File: config.mk
export PLATFORM = sky130hd
export DESIGN_NAME = input_cmd_arbiter
export DESIGN_NICKNAME = d
export VERILOG_FILES = /design/src/rtl/input_cmd_pkg.sv /design/src/rtl/cmd_byte_fifo.sv /design/src/rtl/input_cmd_arbiter.sv
export SDC_FILE = /design/constraint.sdc
export NUM_CORES = 1
export LEC_CHECK = 0
export ABC_AREA = 1
export CAP_MARGIN = 20
export CORE_MARGIN = 5
export CORE_UTILIZATION = 58
export CTS_CLUSTER_DIAMETER = 50
export DETAILED_ROUTE_END_ITERATION = 8
export PLACE_DENSITY_LB_ADDON = 0.2
export SKIP_CTS_REPAIR_TIMING = 1
export SLEW_MARGIN = 20
export SYNTH_ARGS = -nofsm -noshare
export SYNTH_HDL_FRONTEND = slang
export SYNTH_SLANG_ARGS = --single-unit
File: constraint.sdc
create_clock -name clk_in -period 3.2 [get_ports clk_in]
set_input_delay 0.64 -clock clk_in [delete_from_list [all_inputs] [get_ports clk_in]]
set_output_delay 0.64 -clock clk_in [all_outputs]
set_load 0.02 [all_outputs]
File: src/rtl/input_cmd_pkg.sv
// Shared types and command encodings for the player-input command arbiter.
package input_cmd_pkg;

  typedef enum logic [1:0] {
    SRC_UART = 2'd0,
    SRC_BTN  = 2'd1,
    SRC_PAN  = 2'd2
  } cmd_src_t;

  localparam logic [7:0] CMD_HIT_PRESS   = 8'hF0;
  localparam logic [7:0] CMD_HIT_RELEASE = 8'hF1;
  localparam logic [7:0] CMD_PAN_LEFT    = 8'hE0;
  localparam logic [7:0] CMD_PAN_RIGHT   = 8'hE1;

  // Round-robin successor: UART -> BTN -> PAN -> UART.
  function automatic cmd_src_t next_src(input cmd_src_t src);
    cmd_src_t nxt;
    case (src)
      SRC_UART: nxt = SRC_BTN;
      SRC_BTN:  nxt = SRC_PAN;
      default:  nxt = SRC_UART;
    endcase
    return nxt;
  endfunction

  // First requester at or after ptr; req bit index equals the cmd_src_t value.
  // Only meaningful when at least one request bit is set.
  function automatic cmd_src_t rr_pick(input logic [2:0] req, input cmd_src_t ptr);
    cmd_src_t pick;
    case (ptr)
      SRC_UART: begin
        if (req[0])      pick = SRC_UART;
        else if (req[1]) pick = SRC_BTN;
        else             pick = SRC_PAN;
      end
      SRC_BTN: begin
        if (req[1])      pick = SRC_BTN;
        else if (req[2]) pick = SRC_PAN;
        else             pick = SRC_UART;
      end
      default: begin
        if (req[2])      pick = SRC_PAN;
        else if (req[0]) pick = SRC_UART;
        else             pick = SRC_BTN;
      end
    endcase
    return pick;
  endfunction

endpackage

File: src/rtl/cmd_byte_fifo.sv
// Small show-ahead byte FIFO; head byte is visible on data_out while not empty.
module cmd_byte_fifo #(
  parameter int DEPTH = 4,
  localparam int AW = $clog2(DEPTH)
) (
  input  logic        clk_in,
  input  logic        rst_in,
  input  logic        push_in,
  input  logic [7:0]  data_in,
  input  logic        pop_in,
  output logic [7:0]  data_out,
  output logic        full_out,
  output logic        empty_out,
  output logic [AW:0] level_out
);

  localparam logic [AW:0] DEPTH_L = (AW + 1)'(DEPTH);

  logic [7:0]    mem_q [DEPTH];
  logic [AW-1:0] wr_ptr_q, wr_ptr_d;
  logic [AW-1:0] rd_ptr_q, rd_ptr_d;
  logic [AW:0]   level_q, level_d;
  logic          push_ok_s, pop_ok_s;

  assign full_out  = (level_q == DEPTH_L);
  assign empty_out = (level_q == '0);
  assign data_out  = mem_q[rd_ptr_q];
  assign level_out = level_q;

  // Accept pushes when space exists or a pop frees a slot this cycle; update pointers and level.
  always_comb begin
    pop_ok_s  = pop_in && !empty_out;
    push_ok_s = push_in && (!full_out || pop_ok_s);
    wr_ptr_d  = wr_ptr_q;
    rd_ptr_d  = rd_ptr_q;
    level_d   = level_q;
    if (push_ok_s) begin
      wr_ptr_d = wr_ptr_q + AW'(1);
    end else begin
      wr_ptr_d = wr_ptr_q;
    end
    if (pop_ok_s) begin
      rd_ptr_d = rd_ptr_q + AW'(1);
    end else begin
      rd_ptr_d = rd_ptr_q;
    end
    case ({push_ok_s, pop_ok_s})
      2'b10:   level_d = level_q + (AW + 1)'(1);
      2'b01:   level_d = level_q - (AW + 1)'(1);
      default: level_d = level_q;
    endcase
  end

  // Storage and pointer registers.
  always_ff @(posedge clk_in or negedge rst_in) begin
    if (!rst_in) begin
      wr_ptr_q <= '0;
      rd_ptr_q <= '0;
      level_q  <= '0;
      for (int i = 0; i < DEPTH; i++) begin
        mem_q[i] <= 8'h00;
      end
    end else begin
      wr_ptr_q <= wr_ptr_d;
      rd_ptr_q <= rd_ptr_d;
      level_q  <= level_d;
      if (push_ok_s) begin
        mem_q[wr_ptr_q] <= data_in;
      end
    end
  end

endmodule

File: src/rtl/input_cmd_arbiter.sv
// Merges UART bytes, debounced hit-button edges and frame-paced pan events
// into one valid/ready command byte stream using round-robin arbitration.
module input_cmd_arbiter
  import input_cmd_pkg::*;
#(
  parameter int FIFO_DEPTH      = 4,
  parameter int DEBOUNCE_CYCLES = 742500,
  localparam int LW = $clog2(FIFO_DEPTH) + 1
) (
  input  logic          clk_in,
  input  logic          rst_in,
  input  logic [7:0]    uart_data_in,
  input  logic          uart_valid_in,
  input  logic          hit_btn_in,
  input  logic          pan_left_in,
  input  logic          pan_right_in,
  input  logic          new_frame_in,
  input  logic          cmd_ready_in,
  output logic [7:0]    cmd_data_out,
  output logic          cmd_valid_out,
  output logic [1:0]    cmd_src_out,
  output logic [LW-1:0] fifo_level_out,
  output logic [7:0]    drop_count_out
);

  localparam int CW = $clog2(DEBOUNCE_CYCLES + 1);
  localparam logic [CW-1:0] DB_LAST = CW'(DEBOUNCE_CYCLES - 1);

  typedef enum logic {ST_EMPTY = 1'b0, ST_FULL = 1'b1} out_state_t;

  logic [1:0]    hit_sync_q, pan_l_sync_q, pan_r_sync_q;
  logic          btn_db_q, btn_db_d;
  logic [CW-1:0] db_cnt_q, db_cnt_d;
  logic          btn_pend_q, btn_pend_d, pan_pend_q, pan_pend_d;
  logic [7:0]    btn_data_q, btn_data_d, pan_data_q, pan_data_d;
  logic [7:0]    drop_cnt_q, drop_cnt_d;
  out_state_t    state_q, state_d;
  cmd_src_t      rr_q, rr_d, win_s, cmd_src_q, cmd_src_d;
  logic [7:0]    cmd_data_q, cmd_data_d;
  logic          cmd_valid_q, cmd_valid_d;
  logic [2:0]    req_s;
  logic          arb_en_s, grant_s, pop_uart_s, clr_btn_s, clr_pan_s;
  logic          rise_s, fall_s, pan_evt_s, btn_drop_s, pan_drop_s, fifo_drop_s;
  logic [8:0]    drop_sum_s;
  logic [7:0]    fifo_data_s;
  logic          fifo_full_s, fifo_empty_s;
  logic [LW-1:0] fifo_level_s;

  cmd_byte_fifo #(.DEPTH(FIFO_DEPTH)) u_fifo (
    .clk_in    (clk_in),
    .rst_in    (rst_in),
    .push_in   (uart_valid_in),
    .data_in   (uart_data_in),
    .pop_in    (pop_uart_s),
    .data_out  (fifo_data_s),
    .full_out  (fifo_full_s),
    .empty_out (fifo_empty_s),
    .level_out (fifo_level_s)
  );

  // Round-robin grant and next output-stage contents.
  always_comb begin
    req_s       = {pan_pend_q, btn_pend_q, ~fifo_empty_s};
    arb_en_s    = (state_q == ST_EMPTY) || cmd_ready_in;
    win_s       = rr_pick(req_s, rr_q);
    grant_s     = arb_en_s && (req_s != 3'b000);
    state_d     = state_q;
    rr_d        = rr_q;
    cmd_data_d  = cmd_data_q;
    cmd_src_d   = cmd_src_q;
    cmd_valid_d = cmd_valid_q;
    if (grant_s) begin
      state_d     = ST_FULL;
      cmd_valid_d = 1'b1;
      cmd_src_d   = win_s;
      rr_d        = next_src(win_s);
      case (win_s)
        SRC_UART: cmd_data_d = fifo_data_s;
        SRC_BTN:  cmd_data_d = btn_data_q;
        default:  cmd_data_d = pan_data_q;
      endcase
    end else if (arb_en_s) begin
      state_d     = ST_EMPTY;
      cmd_valid_d = 1'b0;
    end else begin
      state_d     = state_q;
    end
    pop_uart_s = grant_s && (win_s == SRC_UART);
    clr_btn_s  = grant_s && (win_s == SRC_BTN);
    clr_pan_s  = grant_s && (win_s == SRC_PAN);
  end

  // Debounce, pending-event capture and saturating drop accounting.
  always_comb begin
    btn_db_d = btn_db_q;
    db_cnt_d = db_cnt_q;
    rise_s   = 1'b0;
    fall_s   = 1'b0;
    if (hit_sync_q[1] != btn_db_q) begin
      if (db_cnt_q == DB_LAST) begin
        btn_db_d = hit_sync_q[1];
        db_cnt_d = '0;
        rise_s   = hit_sync_q[1];
        fall_s   = ~hit_sync_q[1];
      end else begin
        db_cnt_d = db_cnt_q + CW'(1);
      end
    end else begin
      db_cnt_d = '0;
    end

    // A pending flag being granted this cycle frees its slot, so a new event is not a drop.
    btn_pend_d = btn_pend_q & ~clr_btn_s;
    btn_data_d = btn_data_q;
    btn_drop_s = 1'b0;
    if (rise_s || fall_s) begin
      btn_drop_s = btn_pend_q & ~clr_btn_s;
      btn_pend_d = 1'b1;
      btn_data_d = rise_s ? CMD_HIT_PRESS : CMD_HIT_RELEASE;
    end else begin
      btn_drop_s = 1'b0;
    end

    pan_evt_s  = new_frame_in && (pan_l_sync_q[1] ^ pan_r_sync_q[1]);
    pan_pend_d = pan_pend_q & ~clr_pan_s;
    pan_data_d = pan_data_q;
    pan_drop_s = 1'b0;
    if (pan_evt_s) begin
      pan_drop_s = pan_pend_q & ~clr_pan_s;
      pan_pend_d = 1'b1;
      pan_data_d = pan_l_sync_q[1] ? CMD_PAN_LEFT : CMD_PAN_RIGHT;
    end else begin
      pan_drop_s = 1'b0;
    end

    fifo_drop_s = uart_valid_in && fifo_full_s && !pop_uart_s;
    drop_sum_s  = {1'b0, drop_cnt_q} + 9'(fifo_drop_s) + 9'(btn_drop_s) + 9'(pan_drop_s);
    if (drop_sum_s > 9'd255) begin
      drop_cnt_d = 8'd255;
    end else begin
      drop_cnt_d = drop_sum_s[7:0];
    end
  end

  // Synchronizers, debounce/pending state and the registered output-stage FSM.
  always_ff @(posedge clk_in or negedge rst_in) begin
    if (!rst_in) begin
      hit_sync_q   <= 2'b00;
      pan_l_sync_q <= 2'b00;
      pan_r_sync_q <= 2'b00;
      btn_db_q     <= 1'b0;
      db_cnt_q     <= '0;
      btn_pend_q   <= 1'b0;
      btn_data_q   <= 8'h00;
      pan_pend_q   <= 1'b0;
      pan_data_q   <= 8'h00;
      drop_cnt_q   <= 8'h00;
      state_q      <= ST_EMPTY;
      rr_q         <= SRC_UART;
      cmd_data_q   <= 8'h00;
      cmd_src_q    <= SRC_UART;
      cmd_valid_q  <= 1'b0;
    end else begin
      hit_sync_q   <= {hit_sync_q[0], hit_btn_in};
      pan_l_sync_q <= {pan_l_sync_q[0], pan_left_in};
      pan_r_sync_q <= {pan_r_sync_q[0], pan_right_in};
      btn_db_q     <= btn_db_d;
      db_cnt_q     <= db_cnt_d;
      btn_pend_q   <= btn_pend_d;
      btn_data_q   <= btn_data_d;
      pan_pend_q   <= pan_pend_d;
      pan_data_q   <= pan_data_d;
      drop_cnt_q   <= drop_cnt_d;
      state_q      <= state_d;
      rr_q         <= rr_d;
      cmd_data_q   <= cmd_data_d;
      cmd_src_q    <= cmd_src_d;
      cmd_valid_q  <= cmd_valid_d;
    end
  end

  assign cmd_data_out   = cmd_data_q;
  assign cmd_valid_out  = cmd_valid_q;
  assign cmd_src_out    = cmd_src_q;
  assign fifo_level_out = fifo_level_s;
  assign drop_count_out = drop_cnt_q;

endmodule

# [Word level (Yosys, flattened, before mapping)]
# Cells that the tools add are included.
[word_totals] out_inout_bits=22 word_cells=105 ff_bits=105
[op_classes] n_addsub=8 n_eq_ne=8 n_reduce_logical=23 bitwise=10 muxes=31 magnitude_cmp=4
[ops] operator="$mux W20" count=2
[ops] operator="$bwmux W32" count=1
[ops] operator="$mux W8" count=4
[ops] operator="$add A20 B1 Y20 const B" count=1
[ops] operator="$eq A20 B20 Y1 const B" count=1
[ops] operator="$add A9 B1 Y9" count=2
[ops] operator="$bmux W8 S2" count=1
[ops] operator="$demux W8 S2" count=1
[ops] operator="$pmux W8 S2" count=1
[ops] operator="$mux W1" count=13
[ops] operator="$logic_and A1 B1 Y1" count=10
[ops] operator="$mux W2" count=5
[ops] operator="$add A8 B1 Y9" count=1
[ops] operator="$gt A9 B8 Y1 const B" count=1
[ops] operator="$pmux W2 S2" count=2
[ops] operator="$eq A2 B1 Y1 const B" count=3
[ops] operator="$ge A3 B3 Y1 const B" count=2
[ops] operator="$not A2 Y3" count=2
[ops] operator="$pmux W3 S2" count=1
[ops] operator="$not A1 Y1" count=5
[ops] operator="$add A2 B1 Y2 const B" count=2
[ops] operator="$eq A2 B2 Y1 const B" count=2
[ops] operator="$logic_not A2 Y1" count=2
[ops] operator="$reduce_bool A2 Y1" count=2
[ops] operator="other kinds (12)" count=17

# [Longest topological paths before layout]
[depth] depth_word=13 ltp_mapped=16

# [By module]
# A second synthesis with hierarchy kept.
[unflattened] cells_unflattened=562 hier_area_um2=4747.1
[modules_own_cells] module="input_cmd_arbiter" cells_each=326 seq_area_each_um2=1351.3 n_inst=1 area_each_um2=2735.1
[modules_own_cells] module="cmd_byte_fifo" cells_each=236 seq_area_each_um2=975.9 n_inst=1 area_each_um2=2011.9

# [Worst setup path before layout]
# OpenSTA, ideal clock, no wires.
[synth_timing] path_type="register -> register" startpoint="reg u_fifo.level_q[1], in the netlist u_fifo.level_out[1]" endpoint="reg drop_cnt_q[3], in the netlist drop_count_out[3]" path_stages_with_launch=16 t_arrival_ns=2.983 setup_ns=0.075 required_time_ns=3.125 n_path_buf=0 path_slack_ns=0.142 synth_period_minus_slack_ns=3.058 path_cell_list="dfrtp_1 > nor2_2 > nand2_2 > nor2_1 > a21oi_4 > nor2_1 > inv_1 > nand3_1 > fa_1 > inv_1 > ha_1 > inv_1 > fa_1 > nor3_1 > nand4_1 > nand3_1"
[synth_via] elab_chain_len=13
[synth_rtl] element="start, declared" line="cmd_byte_fifo.sv:22" text="logic [AW:0] level_q, level_d;"
[synth_rtl] element="start signal, assigned" line="cmd_byte_fifo.sv:66" text="level_q <= level_d;"
[synth_rtl] element="$logic_not A3 Y1" line="cmd_byte_fifo.sv:26" text="assign empty_out = (level_q == '0);"
[synth_rtl] element="$mux W1" line="input_cmd_pkg.sv:43" text="else if (req[0]) pick = SRC_UART;"
[synth_rtl] element="$mux W2" line="input_cmd_pkg.sv:42" text="if (req[2]) pick = SRC_PAN;"
[synth_rtl] element="$pmux W2 S2" line="input_cmd_pkg.sv:30" text="case (ptr)"
[synth_rtl] element="$logic_not A2 Y1 or $eq A2 B1 Y1 (tied branches)" line="input_cmd_arbiter.sv:88, input_cmd_arbiter.sv:89"
[synth_rtl] element="$logic_and A1 B1 Y1 (on tied branches)" line="input_cmd_arbiter.sv:88, input_cmd_arbiter.sv:89"
[synth_rtl] element="$logic_not A1 Y1 or $not A1 Y1 (tied branches)" line="input_cmd_arbiter.sv:136, input_cmd_arbiter.sv:117"
[synth_rtl] element="$logic_and A1 B1 Y1 or $and A1 B1 Y1 (tied branches)" line="input_cmd_arbiter.sv:136, input_cmd_arbiter.sv:117"
[synth_rtl] element="$add A8 B1 Y9 or $mux W1 (tied branches)" line="input_cmd_arbiter.sv:137, input_cmd_arbiter.sv:116"
[synth_rtl] element="$add A9 B1 Y9" line="input_cmd_arbiter.sv:137" text="drop_sum_s = {1'b0, drop_cnt_q} + 9'(fifo_drop_s) + 9'(btn_drop_s) + 9'(pan_drop_s);"
[synth_rtl] element="$add A9 B1 Y9 (*)" line="input_cmd_arbiter.sv:137"
[synth_rtl] element="$gt A9 B8 Y1" line="input_cmd_arbiter.sv:138" text="if (drop_sum_s > 9'd255) begin"
[synth_rtl] element="$mux W8 (*)" line="input_cmd_arbiter.sv:138"
[synth_rtl] element="named net drop_cnt_d[3]" line="input_cmd_arbiter.sv:36" text="logic [7:0] drop_cnt_q, drop_cnt_d;"
[synth_rtl] element="end signal, assigned" line="input_cmd_arbiter.sv:173" text="drop_cnt_q <= drop_cnt_d;"
[synth_rtl] element="end, declared" line="input_cmd_arbiter.sv:36"
# Mark *: on every way through the listed nets, which the timed path passes. The rest lies on a longest branch.
# A chain may end at the register's enable or synchronous reset.

# [Worst setup path in the final report]
[layout_timing] startpoint="in cmd_ready_in" endpoint="reg drop_cnt_q[4], in the netlist drop_count_out[4]"
[layout_via] elab_chain_len=10
[layout_rtl] element="start, declared" line="input_cmd_arbiter.sv:18" text="input logic cmd_ready_in,"
[layout_rtl] element="$logic_or A1 B1 Y1 (*)" line="input_cmd_arbiter.sv:64" text="arb_en_s = (state_q == ST_EMPTY) || cmd_ready_in;"
[layout_rtl] element="$logic_and A1 B1 Y1 (*)" line="input_cmd_arbiter.sv:66" text="grant_s = arb_en_s && (req_s != 3'b000);"
[layout_rtl] element="$logic_and A1 B1 Y1 (on tied branches)" line="input_cmd_arbiter.sv:88, input_cmd_arbiter.sv:89"
[layout_rtl] element="$logic_not A1 Y1 or $not A1 Y1 (tied branches)" line="input_cmd_arbiter.sv:136, input_cmd_arbiter.sv:117"
[layout_rtl] element="$logic_and A1 B1 Y1 or $and A1 B1 Y1 (tied branches)" line="input_cmd_arbiter.sv:136, input_cmd_arbiter.sv:117"
[layout_rtl] element="$add A8 B1 Y9 or $mux W1 (tied branches)" line="input_cmd_arbiter.sv:137, input_cmd_arbiter.sv:116"
[layout_rtl] element="$add A9 B1 Y9" line="input_cmd_arbiter.sv:137"
[layout_rtl] element="$add A9 B1 Y9 (*)" line="input_cmd_arbiter.sv:137"
[layout_rtl] element="$gt A9 B8 Y1" line="input_cmd_arbiter.sv:138"
[layout_rtl] element="$mux W8 (*)" line="input_cmd_arbiter.sv:138"
[layout_rtl] element="named net drop_cnt_d[4]" line="input_cmd_arbiter.sv:36"
# Marks and branches as above.

==> flow_metrics.env <==
export IMPL_initial_utilization_pct=59.4
export IMPL_slew_headroom_pct=61.6
export IMPL_cp_arrival_ns=3.28
export IMPL_muxShareOfSynthArea_pct=0
export IMPL_r2r_slack_ns=0.25
export IMPL_grt_pass1_wl_mm=16.3
export IMPL_synth_simple_gate_area_share_pct=28.6
export IMPL_critPathKind="in2reg"
export IMPL_fin_crit_sh_pct=94.2
export IMPL_grt_overflow_total=0
export IMPL_core_area_mm2=0.00773
export IMPL_firstDrtPassIters=5
export IMPL_grt_max_degree=94
export IMPL_yosys_warnings=0
export IMPL_dp_hpwl_mm=6.77
export IMPL_crit_path_start_kind="input port"
export IMPL_timing_hold_violations_final=0
export IMPL_grt_pass1_vias=3419
export IMPL_synth_nets=553
export IMPL_synth_edf_count=0
export IMPL_status="complete, no violations"
export IMPL_fp_row_count=32
export IMPL_syn_cell_area_mm2=0.00459
export IMPL_dr_total_vias=3688
export IMPL_antenna_found_initial=0
export IMPL_synth_top_family_by_area="simple AND/OR/NAND/NOR gates"
export IMPL_place_gp_congestion=0.866
export IMPL_r2r_cells=15
export IMPL_intPower_w=0.00270
export IMPL_crit_fanout=8
export IMPL_cts_htree_levels=3
export IMPL_setup_viol=0
export IMPL_die_width_um=98.9
export IMPL_synth_seq_cells=93
export IMPL_die_h_um=98.9
export IMPL_holdWs_ns=0.297
export IMPL_avgSynthCellArea_um2=8.72
export IMPL_cp_required_ns=3.47
export IMPL_cts_tree="done"
export IMPL_async_reset_ff_share_pct=100
export IMPL_fmax_mhz=332
export IMPL_final_nets=600
export IMPL_layout_drive_gt1_share_pct=9.52
export IMPL_cts_root_buf="clkbuf_8"
export IMPL_setup_worst_path_end_class="register"
export IMPL_synth_common_cells="nand2_1 (140), dfrtp_1 (93), inv_1 (49), nor2_1 (48), nand4_1 (42)"
export IMPL_hold_class="in2async"
export IMPL_pin_count=38
export IMPL_min_period_ns=3.01
export IMPL_synth_most_common_cell="nand2_1"
export IMPL_power_switching_w=0.00169
export IMPL_synthCells=526
export IMPL_power_frac_clock_pct=19.7
export IMPL_rr_startpoint="db_cnt_q[15]$_DFF_PN0_"
export IMPL_synth_top_area_cell="dfrtp_1"
export IMPL_grt_usage_pct=20.3
export IMPL_cts_buffer_depth=2
export IMPL_place_area_mm2=0.00508
export IMPL_power_density_mw_per_mm2=825
export IMPL_p_seq_share_pct=40.4
export IMPL_drt_iter0_markers=168
export IMPL_clkSinkCount=93
export IMPL_path_clk_slew_ns=0.09
export IMPL_skew_ns=0.00806
export IMPL_tightest_slew_ns=0.577
export IMPL_area_growth_pct=15.8
export IMPL_synth_top_area_share_pct=50.7
export IMPL_diodes=0
export IMPL_synth_compound_area_share_pct=6.41
export IMPL_yosys_area_share_adder_pct=3.49
export IMPL_vias_per_cell=5.42
export IMPL_yosysSeqAreaShare_pct=50.7
export IMPL_sw_frac_of_total_pct=38.6
export IMPL_die_area_mm2=0.00979
export IMPL_ir_worst_vdd_mv=0.559
export IMPL_synth_area_leaders="dfrtp_1 (51%), nand2_1 (11%), nand4_1 (5.7%), inv_1 (4.0%), nor2_1 (3.9%)"
export IMPL_drt_total_wl_mm=9.46
export IMPL_synth_distinct_cells=36
export IMPL_drc_errors=0
export IMPL_final_max_slew_viol_count=0
export IMPL_yosys_area_share_xor_xnor_pct=3.44
export IMPL_io_buffers=37
export IMPL_wl_per_cell_um=13.9
export IMPL_p_leak_nw=2.55
export IMPL_insertion_delay_ns=0.35
export IMPL_cts_made_buffers=9
export IMPL_synth_ff_type="dfrtp_1"
export IMPL_detail_route_antenna_nets=0
export IMPL_p_comb_share_pct=39.9
export IMPL_final_cell_area_mm2=0.00531
export IMPL_regToRegEndpoint="drop_count_out[4]$_DFF_PN0_"
export IMPL_timing_max_cap_violations=0
-- worst max-delay path, stage by stage --
cell	delay, ns
clkdlybuf4s50_1	0.45
inv_1	0.04
nand2_1	0.08
nand2_2	0.10
nor2_2	0.14
inv_1	0.07
nand3_1	0.10
fa_1	0.42
inv_1	0.07
ha_1	0.15
inv_1	0.06
fa_1	0.43
nor3_2	0.19
nand4_1	0.11
buf_4	0.18
o21ai_0	0.08
-- sequential cells by signal, indices dropped and copies added (netlist names), 2 cells and up --
signal	count
u_fifo.mem_q	32
pan_r_sync_q	2
cmd_src_out	2
u_fifo.rd_ptr_q	2
btn_data_q	2
pan_data_q	2
drop_count_out	8
u_fifo.wr_ptr_q	2
u_fifo.level_out	3
hit_sync_q	2
cmd_data_out	8
db_cnt_q	20
rr_q	2
pan_l_sync_q	2
-- final cells by class --
class | instances | area [um2]
flip-flops and latches | 93 | 2330
well taps | 102 | 128
fillers | 606 | 2410
clock buffers | 10 | 138
repair buffers | 54 | 508
multi-input cells | 364 | 1940
inverters | 51 | 191
clock inverters | 6 | 86.3
-- through the flow --
stage | total power, W | TNS [ns] | worst slack (ns) | cells | util (%)
after floorplan | 0.00298 | 0 | 0.142 | 526 | -
after global placement | 0.00347 | -1.71 | -0.231 | 664 | 65.7
after detailed placement | 0.00355 | -2.27 | -0.299 | 664 | 65.7
after CTS | 0.00441 | 0 | 0.0749 | 680 | 68.6
after global routing | 0.00471 | -0.0143 | -0.00725 | 680 | 68.8
final | 0.00439 | 0 | 0.187 | 680 | 68.8
-- placed cells by master (no fill, tap or decap), types with 3 or more instances in the layout --
master	instances
nor2_2	6
clkdlybuf4s50_1	36
o22ai_1	4
xor2_1	14
nand3_1	27
dfrtp_1	93
nand2_1	140
nor2_1	45
nand2_2	4
o21ai_0	24
clkbuf_8	10
xnor2_1	4
or2_2	4
inv_1	49
a32o_1	3
ha_1	8
nand3_4	3
nand4_1	42
nor3_1	11
fa_1	3
a21oi_1	10
buf_4	17
-- cell families after synthesis --
family	after synthesis
adders and majority gates	11
and+or+nand+nor	286
xor gates and xnor gates	18
buffers and inverters	69
DFF	93
AOI/OAI and AO/OA	49
-- worst max path at each step --
stage	startpoint	end	slack, ns
after floorplan	u_fifo.level_out[1]$_DFFE_PN0P_	drop_count_out[3]$_DFF_PN0_	0.14
after global placement	cmd_ready_in	drop_count_out[2]$_DFF_PN0_	-0.23
after detailed placement	cmd_ready_in	drop_count_out[2]$_DFF_PN0_	-0.30
after CTS	cmd_ready_in	drop_count_out[2]$_DFF_PN0_	0.07
after global routing	db_cnt_q[15]$_DFF_PN0_	drop_count_out[4]$_DFF_PN0_	-0.007
final	cmd_ready_in	drop_count_out[4]$_DFF_PN0_	0.19
-- per-layer routing --
metal  GRT usage (%)  wire length, um  vias up  part of all wire [%]
li1                -                -     1820                     -
met3            4.53              485        9                   5.1
met2            31.8             4650      101                    49
met5               0                0        -                     0
met1            28.2             4240     1758                    45
met4            6.72               77        0                  0.81
-- power groups by stage --
stage                     combinational [W]  sequential (W)  clock (W)
after floorplan                     0.00114         0.00184          0
after global placement              0.00169         0.00178          0
after detailed placement            0.00176         0.00179          0
after CTS                           0.00176         0.00177   0.000883
after global routing                0.00195         0.00182   0.000942
final                               0.00175         0.00177   0.000866
Power figures use the tool's default switching activity.
